File: src/rtl/pll_sched_pkg.sv
// pll_sched_pkg
//   Shared definitions for the ADF4159 load/pre_load scheduler:
//   default channel count, FSM state encoding and requester source codes.
package pll_sched_pkg;

    localparam int unsigned NUM_CH_DEF = 6;

    typedef enum logic [2:0] {
        ST_IDLE,
        ST_WAIT_IDLE,
        ST_WAIT_ACK,
        ST_DONE,
        ST_LOCK_CHK
    } state_t;

    typedef enum logic [1:0] {
        SRC_NONE,
        SRC_TX,
        SRC_RX,
        SRC_CFG
    } src_t;

endpackage

File: src/rtl/pll_load_sched_if.sv
// pll_load_sched_if
//   Bundle between the requesters / serialiser channels and the scheduler.
//   master : requester and channel side (drives requests, busy, lock detect)
//   slave  : scheduler side (drives strobes and status)
//   Signals:
//     tx_req/tx_mask, rx_req/rx_mask, cfg_req/cfg_mask : request pulses + channel sets
//     busy, pll_lock_i                                 : per-channel status in
//     load, pre_load                                   : per-channel strobes out
//     pend, sched_busy, err_timeout, lock_fail         : scheduler status out
interface pll_load_sched_if
    import pll_sched_pkg::*;
#(
    parameter int unsigned NUM_CH = NUM_CH_DEF
) ();

    logic              tx_req;
    logic [NUM_CH-1:0] tx_mask;
    logic              rx_req;
    logic [NUM_CH-1:0] rx_mask;
    logic              cfg_req;
    logic [NUM_CH-1:0] cfg_mask;
    logic [NUM_CH-1:0] busy;
    logic [NUM_CH-1:0] pll_lock_i;
    logic [NUM_CH-1:0] load;
    logic [NUM_CH-1:0] pre_load;
    logic [NUM_CH-1:0] pend;
    logic              sched_busy;
    logic              err_timeout;
    logic [NUM_CH-1:0] lock_fail;

    modport master (
        output tx_req, tx_mask, rx_req, rx_mask, cfg_req, cfg_mask, busy, pll_lock_i,
        input  load, pre_load, pend, sched_busy, err_timeout, lock_fail
    );

    modport slave (
        input  tx_req, tx_mask, rx_req, rx_mask, cfg_req, cfg_mask, busy, pll_lock_i,
        output load, pre_load, pend, sched_busy, err_timeout, lock_fail
    );

endinterface

File: src/rtl/pll_load_sched_req_latch.sv
// sched_req_latch
//   Pending channel-mask register for one requester.
//   Ports:
//     clk, rst : clock, synchronous active-low reset
//     set      : request pulse, ORs mask into pend (ignored when mask is 0)
//     mask     : channel set carried by the request
//     clr      : scheduler has taken the pending set
//     pend     : accumulated pending channel set
//   A set arriving in the same cycle as clr survives, so a re-request is
//   serviced in the following round.
module sched_req_latch
    import pll_sched_pkg::*;
#(
    parameter int unsigned NUM_CH = NUM_CH_DEF
) (
    input  logic              clk,
    input  logic              rst,
    input  logic              set,
    input  logic [NUM_CH-1:0] mask,
    input  logic              clr,
    output logic [NUM_CH-1:0] pend
);

    always_ff @(posedge clk) begin
        if (!rst) begin
            pend <= '0;
        end else if (set && (mask != '0)) begin
            pend <= (clr ? '0 : pend) | mask;
        end else if (clr) begin
            pend <= '0;
        end
    end

endmodule

File: src/rtl/pll_load_sched.sv
// pll_load_sched
//   Sequences load / pre_load strobes to the ADF4159 serialiser channels for
//   three requesters (TX trigger, RX trigger, host config), priority TX > RX > CFG.
//   A granted set waits until its channels are idle, is strobed, and the strobe
//   is held until all granted channels report busy or ACK_TIMEOUT expires.
//   Ports:
//     clk  : system clock
//     rst  : synchronous, active-low reset
//     bus  : pll_load_sched_if.slave (requests, busy, lock in; strobes, status out)
//   Optional feature: define PLL_LOCK_CHECK_EN to add a post-load lock check
//   that waits LOCK_WAIT cycles after the channels go idle and records
//   per-channel lock failures in lock_fail. Without it lock_fail is 0.
module pll_load_sched
    import pll_sched_pkg::*;
#(
    parameter int unsigned NUM_CH      = NUM_CH_DEF,
    parameter int unsigned ACK_TIMEOUT = 255,
    parameter int unsigned LOCK_WAIT   = 3000
) (
    input  logic             clk,
    input  logic             rst,
    pll_load_sched_if.slave  bus
);

    localparam logic [7:0] ACK_LAST = 8'(ACK_TIMEOUT - 1);

    state_t            state;
    src_t              src;
    logic [NUM_CH-1:0] grant;
    logic [NUM_CH-1:0] grant_busy;
    logic [7:0]        ack_cnt;

    logic [NUM_CH-1:0] pend_tx, pend_rx, pend_cfg;
    logic              clr_tx, clr_rx, clr_cfg;

    sched_req_latch #(.NUM_CH(NUM_CH)) u_tx (
        .clk(clk), .rst(rst), .set(bus.tx_req), .mask(bus.tx_mask), .clr(clr_tx), .pend(pend_tx)
    );
    sched_req_latch #(.NUM_CH(NUM_CH)) u_rx (
        .clk(clk), .rst(rst), .set(bus.rx_req), .mask(bus.rx_mask), .clr(clr_rx), .pend(pend_rx)
    );
    sched_req_latch #(.NUM_CH(NUM_CH)) u_cfg (
        .clk(clk), .rst(rst), .set(bus.cfg_req), .mask(bus.cfg_mask), .clr(clr_cfg), .pend(pend_cfg)
    );

    assign bus.pend   = pend_tx | pend_rx | pend_cfg;
    assign grant_busy = bus.busy & grant;

    // Arbitration only in IDLE; the chosen source's pending set is taken whole.
    always_comb begin
        clr_tx  = 1'b0;
        clr_rx  = 1'b0;
        clr_cfg = 1'b0;
        if (state == ST_IDLE) begin
            if (pend_tx != '0)       clr_tx  = 1'b1;
            else if (pend_rx != '0)  clr_rx  = 1'b1;
            else if (pend_cfg != '0) clr_cfg = 1'b1;
        end
    end

`ifdef PLL_LOCK_CHECK_EN
    localparam int unsigned LW_W = (LOCK_WAIT > 1) ? $clog2(LOCK_WAIT + 1) : 1;
    localparam logic [LW_W-1:0] LOCK_LAST = LW_W'(LOCK_WAIT - 1);

    logic            timed_out;
    logic            lock_armed;
    logic [LW_W-1:0] lock_cnt;
`else
    logic unused_lock;
    assign unused_lock   = ^bus.pll_lock_i;
    assign bus.lock_fail = '0;
`endif

    always_ff @(posedge clk) begin
        if (!rst) begin
            state           <= ST_IDLE;
            src             <= SRC_NONE;
            grant           <= '0;
            ack_cnt         <= '0;
            bus.load        <= '0;
            bus.pre_load    <= '0;
            bus.sched_busy  <= 1'b0;
            bus.err_timeout <= 1'b0;
`ifdef PLL_LOCK_CHECK_EN
            timed_out       <= 1'b0;
            lock_armed      <= 1'b0;
            lock_cnt        <= '0;
            bus.lock_fail   <= '0;
`endif
        end else begin
            case (state)
                ST_IDLE: begin
                    if (clr_tx) begin
                        grant <= pend_tx;
                        src   <= SRC_TX;
                    end else if (clr_rx) begin
                        grant <= pend_rx;
                        src   <= SRC_RX;
                    end else if (clr_cfg) begin
                        grant <= pend_cfg;
                        src   <= SRC_CFG;
                    end
                    if (clr_tx || clr_rx || clr_cfg) begin
                        state          <= ST_WAIT_IDLE;
                        bus.sched_busy <= 1'b1;
                    end
                end

                ST_WAIT_IDLE: begin
                    if (grant_busy == '0) begin
                        if (src == SRC_CFG) bus.pre_load <= grant;
                        else                bus.load     <= grant;
                        ack_cnt <= '0;
                        state   <= ST_WAIT_ACK;
                    end
                end

                ST_WAIT_ACK: begin
`ifdef PLL_LOCK_CHECK_EN
                    timed_out <= 1'b0;
`endif
                    if (grant_busy == grant) begin
                        bus.load     <= '0;
                        bus.pre_load <= '0;
                        state        <= ST_DONE;
                    end else if (ack_cnt == ACK_LAST) begin
                        bus.load        <= '0;
                        bus.pre_load    <= '0;
                        bus.err_timeout <= 1'b1;
                        state           <= ST_DONE;
`ifdef PLL_LOCK_CHECK_EN
                        timed_out       <= 1'b1;
`endif
                    end else if (ack_cnt != '1) begin
                        ack_cnt <= ack_cnt + 8'd1;
                    end
                end

                ST_DONE: begin
`ifdef PLL_LOCK_CHECK_EN
                    if (timed_out) begin
                        state          <= ST_IDLE;
                        bus.sched_busy <= 1'b0;
                    end else begin
                        state      <= ST_LOCK_CHK;
                        lock_armed <= 1'b0;
                        lock_cnt   <= '0;
                    end
`else
                    state          <= ST_IDLE;
                    bus.sched_busy <= 1'b0;
`endif
                end

`ifdef PLL_LOCK_CHECK_EN
                // Two phases: wait for the granted channels to finish
                // serialising, then let the PLLs settle before sampling lock.
                ST_LOCK_CHK: begin
                    if (!lock_armed) begin
                        if (grant_busy == '0) begin
                            lock_armed <= 1'b1;
                            lock_cnt   <= '0;
                        end
                    end else if (lock_cnt == LOCK_LAST) begin
                        bus.lock_fail  <= bus.lock_fail | (grant & ~bus.pll_lock_i);
                        lock_armed     <= 1'b0;
                        state          <= ST_IDLE;
                        bus.sched_busy <= 1'b0;
                    end else begin
                        lock_cnt <= lock_cnt + 1'b1;
                    end
                end
`endif

                default: begin
                    state          <= ST_IDLE;
                    bus.sched_busy <= 1'b0;
                end
            endcase
        end
    end

endmodule

File: src/flat_wrapper.sv
// flat-port wrapper written by rule: the top's interface ports become plain ports
module pll_load_sched_flat import pll_sched_pkg::*;
#(
    parameter int unsigned NUM_CH      = NUM_CH_DEF,
    parameter int unsigned ACK_TIMEOUT = 255,
    parameter int unsigned LOCK_WAIT   = 3000
)
  (clk, rst, bus_tx_req, bus_tx_mask, bus_rx_req, bus_rx_mask, bus_cfg_req, bus_cfg_mask, bus_busy, bus_pll_lock_i, bus_load, bus_pre_load, bus_pend, bus_sched_busy, bus_err_timeout, bus_lock_fail);
  pll_load_sched_if #(.NUM_CH(NUM_CH)) bus_i ();
  input  logic clk;
  input  logic rst;
  input wire logic [$bits(bus_i.tx_req)-1:0] bus_tx_req;
  input wire logic [$bits(bus_i.tx_mask)-1:0] bus_tx_mask;
  input wire logic [$bits(bus_i.rx_req)-1:0] bus_rx_req;
  input wire logic [$bits(bus_i.rx_mask)-1:0] bus_rx_mask;
  input wire logic [$bits(bus_i.cfg_req)-1:0] bus_cfg_req;
  input wire logic [$bits(bus_i.cfg_mask)-1:0] bus_cfg_mask;
  input wire logic [$bits(bus_i.busy)-1:0] bus_busy;
  input wire logic [$bits(bus_i.pll_lock_i)-1:0] bus_pll_lock_i;
  output wire logic [$bits(bus_i.load)-1:0] bus_load;
  output wire logic [$bits(bus_i.pre_load)-1:0] bus_pre_load;
  output wire logic [$bits(bus_i.pend)-1:0] bus_pend;
  output wire logic [$bits(bus_i.sched_busy)-1:0] bus_sched_busy;
  output wire logic [$bits(bus_i.err_timeout)-1:0] bus_err_timeout;
  output wire logic [$bits(bus_i.lock_fail)-1:0] bus_lock_fail;
  assign bus_i.tx_req = bus_tx_req;
  assign bus_i.tx_mask = bus_tx_mask;
  assign bus_i.rx_req = bus_rx_req;
  assign bus_i.rx_mask = bus_rx_mask;
  assign bus_i.cfg_req = bus_cfg_req;
  assign bus_i.cfg_mask = bus_cfg_mask;
  assign bus_i.busy = bus_busy;
  assign bus_i.pll_lock_i = bus_pll_lock_i;
  assign bus_load = bus_i.load;
  assign bus_pre_load = bus_i.pre_load;
  assign bus_pend = bus_i.pend;
  assign bus_sched_busy = bus_i.sched_busy;
  assign bus_err_timeout = bus_i.err_timeout;
  assign bus_lock_fail = bus_i.lock_fail;
  pll_load_sched #(.NUM_CH(NUM_CH), .ACK_TIMEOUT(ACK_TIMEOUT), .LOCK_WAIT(LOCK_WAIT)) u_core (.clk(clk), .rst(rst), .bus(bus_i));
endmodule
File: config.mk
export PLATFORM = sky130hd
export DESIGN_NAME = pll_load_sched_flat
export DESIGN_NICKNAME = d
export VERILOG_FILES = /design/src/rtl/pll_sched_pkg.sv /design/src/rtl/pll_load_sched_if.sv /design/src/rtl/pll_load_sched_req_latch.sv /design/src/rtl/pll_load_sched.sv /design/src/flat_wrapper.sv
export SDC_FILE = /design/constraint.sdc
export NUM_CORES = 1
export LEC_CHECK = 0
export ABC_AREA = 1
export CAP_MARGIN = 20
export CORE_ASPECT_RATIO = 0.8
export CORE_UTILIZATION = 52
export CTS_BUF_LIST = sky130_fd_sc_hd__clkbuf_8
export DETAILED_ROUTE_END_ITERATION = 16
export GPL_ROUTABILITY_DRIVEN = 0
export PLACE_DENSITY = 0.82
export SYNTH_ARGS = -nofsm -noshare
export SYNTH_HDL_FRONTEND = slang
export SYNTH_SLANG_ARGS = --single-unit
File: constraint.sdc
create_clock -name clk -period 2 [get_ports clk]
set_input_delay 0.4 -clock clk [delete_from_list [all_inputs] [get_ports clk]]
set_output_delay 0.4 -clock clk [all_outputs]
set_load 0.005 [all_outputs]
Word-level counts from Yosys, hierarchy flattened
Cells that the tools add are included.
- add/sub/neg operators: 1
- multiply operators: 0
- div/mod/pow operators: 0
- magnitude comparators: 0
- equal/unequal tests: 14
- shift-type cells: 0
- muxes and demuxes: 41
- bitwise gates (word level): 8
- reductions and logical operators: 23
- operators with widths (kind ; number):
    6-bit two-way mux ; 15
    6-bit nonzero test ; 6
    8-bit two-way mux ; 4
    6-bit bitwise OR ; 5
    6-bit one-hot mux with 2 select lines ; 2
    8-bit one-hot mux with 2 select lines ; 1
    3-bit two-way mux ; 4
    1-bit two-way mux ; 10
    3-bit one-hot mux with 3 select lines ; 1
    8-bit by 1-bit adder with 8-bit output (second input constant) ; 1
    8-bit == test (second input constant) ; 1
    2-bit != test (second input constant) ; 4
    8-bit != test (second input constant) ; 1
    4-bit AND reduction ; 2
    6-bit AND ; 1
    6-bit == test ; 1
    6-bit logical NOT ; 1
    2-bit two-way mux ; 3
    2-bit by 1-bit != test with 1-bit output (second input constant) ; 3
    3-bit AND reduction ; 2
    5-bit AND reduction ; 1
    2-bit AND reduction ; 2
    3-bit by 1-bit == test with 1-bit output (second input constant) ; 1
    3-bit by 2-bit == test with 1-bit output (second input constant) ; 1
    10 further kinds ; 14
- register bits after elaboration: 51
- bits in latches: 0
- bits in writable memories: 0
- bits in read-only memories: 0
- output and inout port bits: 26
- word-level logic and storage cells: 98
- memories: 0

Longest topological paths before layout
- depth after elaboration: 8
- mapped depth: 11
- depth with buffers taken out: 11

By module
Synthesis repeated with hierarchy kept, for this count alone.
- cell total of the unflattened synthesis: 435
- area total of the unflattened synthesis: 2899.0 µm²
- by module, submodules not included (module ; instances ; cells an instance ; area an instance (µm²) ; seq. area each (µm²)):
    pll_load_sched ; 1 ; 345 ; 2227.1 ; 640.6
    sched_req_latch ; 3 ; 30 ; 224.0 ; 120.1

Worst setup path after synthesis
Ideal clock, no wire load.
- path type: register -> register
- from: register u_core.state[0]
- to: register u_core.bus.pre_load[0]
- setup time: 0.132 ns
- data arrival time: 1.334 ns
- required time: 1.868 ns
- path slack: 0.533 ns
- stages on the path, launching flop included: 8
- buffers on the path: 0
- cells stage by stage: dfxtp_1 > inv_1 > ha_1 > inv_1 > o21ai_2 > nand3_1 > nand2_1 > a21oi_1
- longest elaborated chain between the ends: 3
- elaborated cells on any way between the ends: 8
- classes of those cells: eq/ne (5); mux (1); reduce/logical (2)
- RTL lines (what ; RTL line ; text):
    from (decl) ; pll_load_sched.sv:27 ; state_t state;
    from (signal assigned) ; pll_load_sched.sv:76 ; state <= ST_IDLE;
    from (signal assigned) ; pll_load_sched.sv:104 ; state <= ST_WAIT_IDLE;
    from (signal assigned) ; pll_load_sched.sv:114 ; state <= ST_WAIT_ACK;
    3-bit by 2-bit == test with 1-bit output / 3-bit by 1-bit == test with 1-bit output (equally long branches) ; pll_load_sched.sv:91 ; case (state)
    3-bit by 1-bit != test with 1-bit output (no line), or another cell as far along ; -- ;
    4-bit AND reduction (no line) ; -- ;
    to (signal assigned) ; pll_load_sched.sv:111 ; if (src == SRC_CFG) bus.pre_load <= grant;
    to (decl) ; pll_load_sched_if.sv:38 ; output load, pre_load, pend, sched_busy, err_timeout, lock_fail
Parallel ways exist; a longest one is shown, timed or not.
A chain may end at the register's enable or synchronous reset.

Worst setup path in the final report
- from: register u_core.u_tx.pend[1]
- to: output bus_pend[1]
- longest elaborated chain between the ends: 2
- RTL lines (what ; RTL line ; text):
    from (decl) ; pll_load_sched_req_latch.sv:21 ; output logic [NUM_CH-1:0] pend
    from (signal assigned) ; pll_load_sched_req_latch.sv:28 ; pend <= (clr ? '0 : pend) | mask;
    6-bit bitwise OR (2 in a row) ; pll_load_sched.sv:46 ; assign bus.pend = pend_tx | pend_rx | pend_cfg;
    to (decl) ; flat_wrapper.sv:22 ; output wire logic [$bits(bus_i.pend)-1:0] bus_pend;
Every way passes these cells.

==> results.cfg <==
[pwr]
p_leak_nw = 1.51
peakVddDrop_mv = 0.837
powerDensity_nw_per_um2 = 1160
power_w = 0.00394

[clock_network]
cts_tree = done
clkLatencyLatePin_ns = 0.31
cts_hold_buf = 0
htreeDepth = 2
clk_pin_slew_ns = 0.09
root_buffer = clkbuf_8
cts_setup_buffers = 0
cts.sinks = 50
cts_buffers = 5
clockBufferDepth = 2
cts_resized = 0

[floorplanning]
io_pins = 61
die_h_um = 67.3
start_util_pct = 54.8
rows = 23
coreArea_um2 = 5060
die_x_um = 83.7
dieArea_um2 = 5630

[synth]
synthArstFlopShare_pct = 0
synth_commonest_cells = 120 x nand2_1, 50 x dfxtp_1, 47 x inv_1
synth-seq-cells = 50
synth_flop_cell = dfxtp_1
yosys_warnings = 0
synth_edf_count = 0
yosysMostFrequentCell = nand2_1
synth_area_um2 = 2770
yosys-top-cells-area = dfxtp_1 36%, nand2_1 16%, a21oi_1 7.6%
netlist_instances = 412
synth_area_per_cell_um2 = 6.73
synth_top_cell_by_area = dfxtp_1
synth_top_area_share_pct = 36.1
ys_seq_area_share_pct = 36.1
synth_cell_types = 36

[worst_setup_path]
start_kind = flip-flop
crit_chain = inv_1 -> nand3_1 -> clkdlybuf4s50_1
slowest_delay_ns = 0.50
endpoint_kind = output pin
cp_num_buf_inv = 2
critPathMaxFanout = 4
crit_type = reg -> out
critPathArrivalTime_ns = 1.39
crit_family = buffers and inverters
cp_slowest_cell = clkdlybuf4s50_1
worstPathRequired_ns = 1.60

[layout]
drive_gt1_share_pct = 8.58
fin_area_um2 = 3410
syn2layout_area_growth_pct = 23.0
n_antenna_cell = 0
nets = 505

[timing]
fmax_ghz = 0.558
timing.final.crit_share_pct = 89.6
finalCriticalPeriod_ns = 1.79
setup_slack_ns = 0.207
setup_violations = 0
skew_ns = 0.00897
tns_ns = 0
finalHoldViolCount = 0
hold_ws_ns = 0.463
rsz0062_at_grt = false
drv_slew = 0

[global_routing]
grt_first_pass_wirelength_um = 11000
grt_max_degree = 23
grt_util_met3_pct = 4.28
antenna_found_initial = 0
grt_overflow = 0
grtUsageMet1_pct = 36.3
grt_util_all_layers_pct = 24.6
first_global_vias = 2342
grt.busiest_layer = met2
grt_util_met2_pct = 37.3

[placement]
place_ws_ns = 0.0658
dp_hpwl_um = 5110
port_buffers = 48
dpl_cell_area_um2 = 3320

[detailed_routing]
postRouteWirelength_um = 6770
drt_first_pass_iters = 5
drtIter0Drc = 292
dr_total_vias = 2773
vias_per_cell = 5.25
drc_errors = 0
ant_nets = 0
post_drt_wl_per_cell_um = 12.8

[outcome]
status = finished, final reports clean

[hold_path]
hp-class = reg -> reg

[flow_run]
cap_violations = 0
metrics by stage:
step                      std cells  utilization, %
after detailed placement        520            65.5
after floorplan                 417               -
final                           528            67.3
after CTS                       528            67.3
after global routing            528            67.3
after global placement          520            65.5
tightest hold or removal path, cell delays in order (launching register included):
cell	delay, ns
dfxtp_1	0.32
nand2_1	0.06
a21oi_1	0.05
path summary, 6_finish.rpt:
| path | cells past startpoint | endpoint | startpoint | slack [ns] |
|---|---|---|---|---|
| max | 3 | bus_pend[1] | u_core.u_tx.pend[1] | 0.21 |
| min | 2 | u_core.bus.pre_load[3] | u_core.bus.pre_load[3] | 0.46 |
| max reg2reg | 10 | u_core.ack_cnt[1] | u_core.ack_cnt[1] | 0.33 |
| min reg2reg | 2 | u_core.bus.pre_load[3] | u_core.bus.pre_load[3] | 0.46 |
flip-flops by register name, indices dropped and copies added, names as in the netlist:
signal and flops:
u_core.bus.pre_load 6, u_core.ack_cnt 8, u_core.u_cfg.pend 6, u_core.state 2, u_core.grant 6, u_core.src 2
u_core.bus.load 6, u_core.u_rx.pend 6, u_core.bus.sched_busy 1, u_core.u_tx.pend 6, u_core.bus.err_timeout 1
layout by cell type (no fill, tap or decap):
| cell | instances |
|---|---|
| inv_6 | 1 |
| nand3b_4 | 1 |
| nand2_1 | 120 |
| o21ai_4 | 1 |
| nor2_2 | 5 |
| a21o_1 | 1 |
| buf_4 | 10 |
| clkdlybuf4s50_1 | 48 |
| nand2_4 | 1 |
| nor3_1 | 1 |
| a21oi_2 | 1 |
| nand3_1 | 35 |
| or2_2 | 1 |
| nand2_2 | 3 |
| nor3b_1 | 1 |
| inv_4 | 1 |
| nand2_8 | 1 |
| o21ai_2 | 1 |
| nand4_1 | 13 |
| nor2_1 | 38 |
| o22ai_1 | 2 |
| clkbuf_8 | 6 |
| a21oi_1 | 42 |
| nor4_1 | 3 |
| ha_1 | 5 |
| nand3_2 | 2 |
| nand3_4 | 2 |
| o21ai_0 | 7 |
| conb_1 | 6 |
| o211ai_1 | 1 |
| dfxtp_1 | 50 |
| o21bai_1 | 1 |
| o21ai_1 | 3 |
| o21a_1 | 1 |
| inv_1 | 48 |
| nor2_4 | 3 |
kinds of logic (layout without fill, tap and decap cells):
kind of cell / after synthesis / count (layout) / share of synthesized area (%)
buffers and inverters: 65 / 114 / 10.6
adders and majority gates: 5 / 5 / 2.26
other: 1 / 6 / 0.135
and+or+nand+nor: 230 / 230 / 38.8
AOI/OAI and AO/OA: 61 / 61 / 12.1
DFF: 50 / 50 / 36.1
final cells by class:
cell class                 instances  area [µm²]
multi-input combinational        302        1500
tap                               62        77.6
clock buffer                       6        82.6
fill                             446        1650
clock inverter                     2        12.5
timing repair buffer              58         556
inverter                          48         183
sequential                        50        1000
metal layers:
layer  wire length [µm]  vias to the layer above
met5                  0                        -
met4                 62                        0
met3                402                        8
met2               2860                       85
met1               3440                     1255
li1                   -                     1425
power breakdown:
part           switching (W)  internal (W)
clock network       0.000341      0.000281
registers           0.000167       0.00120
logic                0.00119      0.000770
Power figures use the tool's default switching activity.
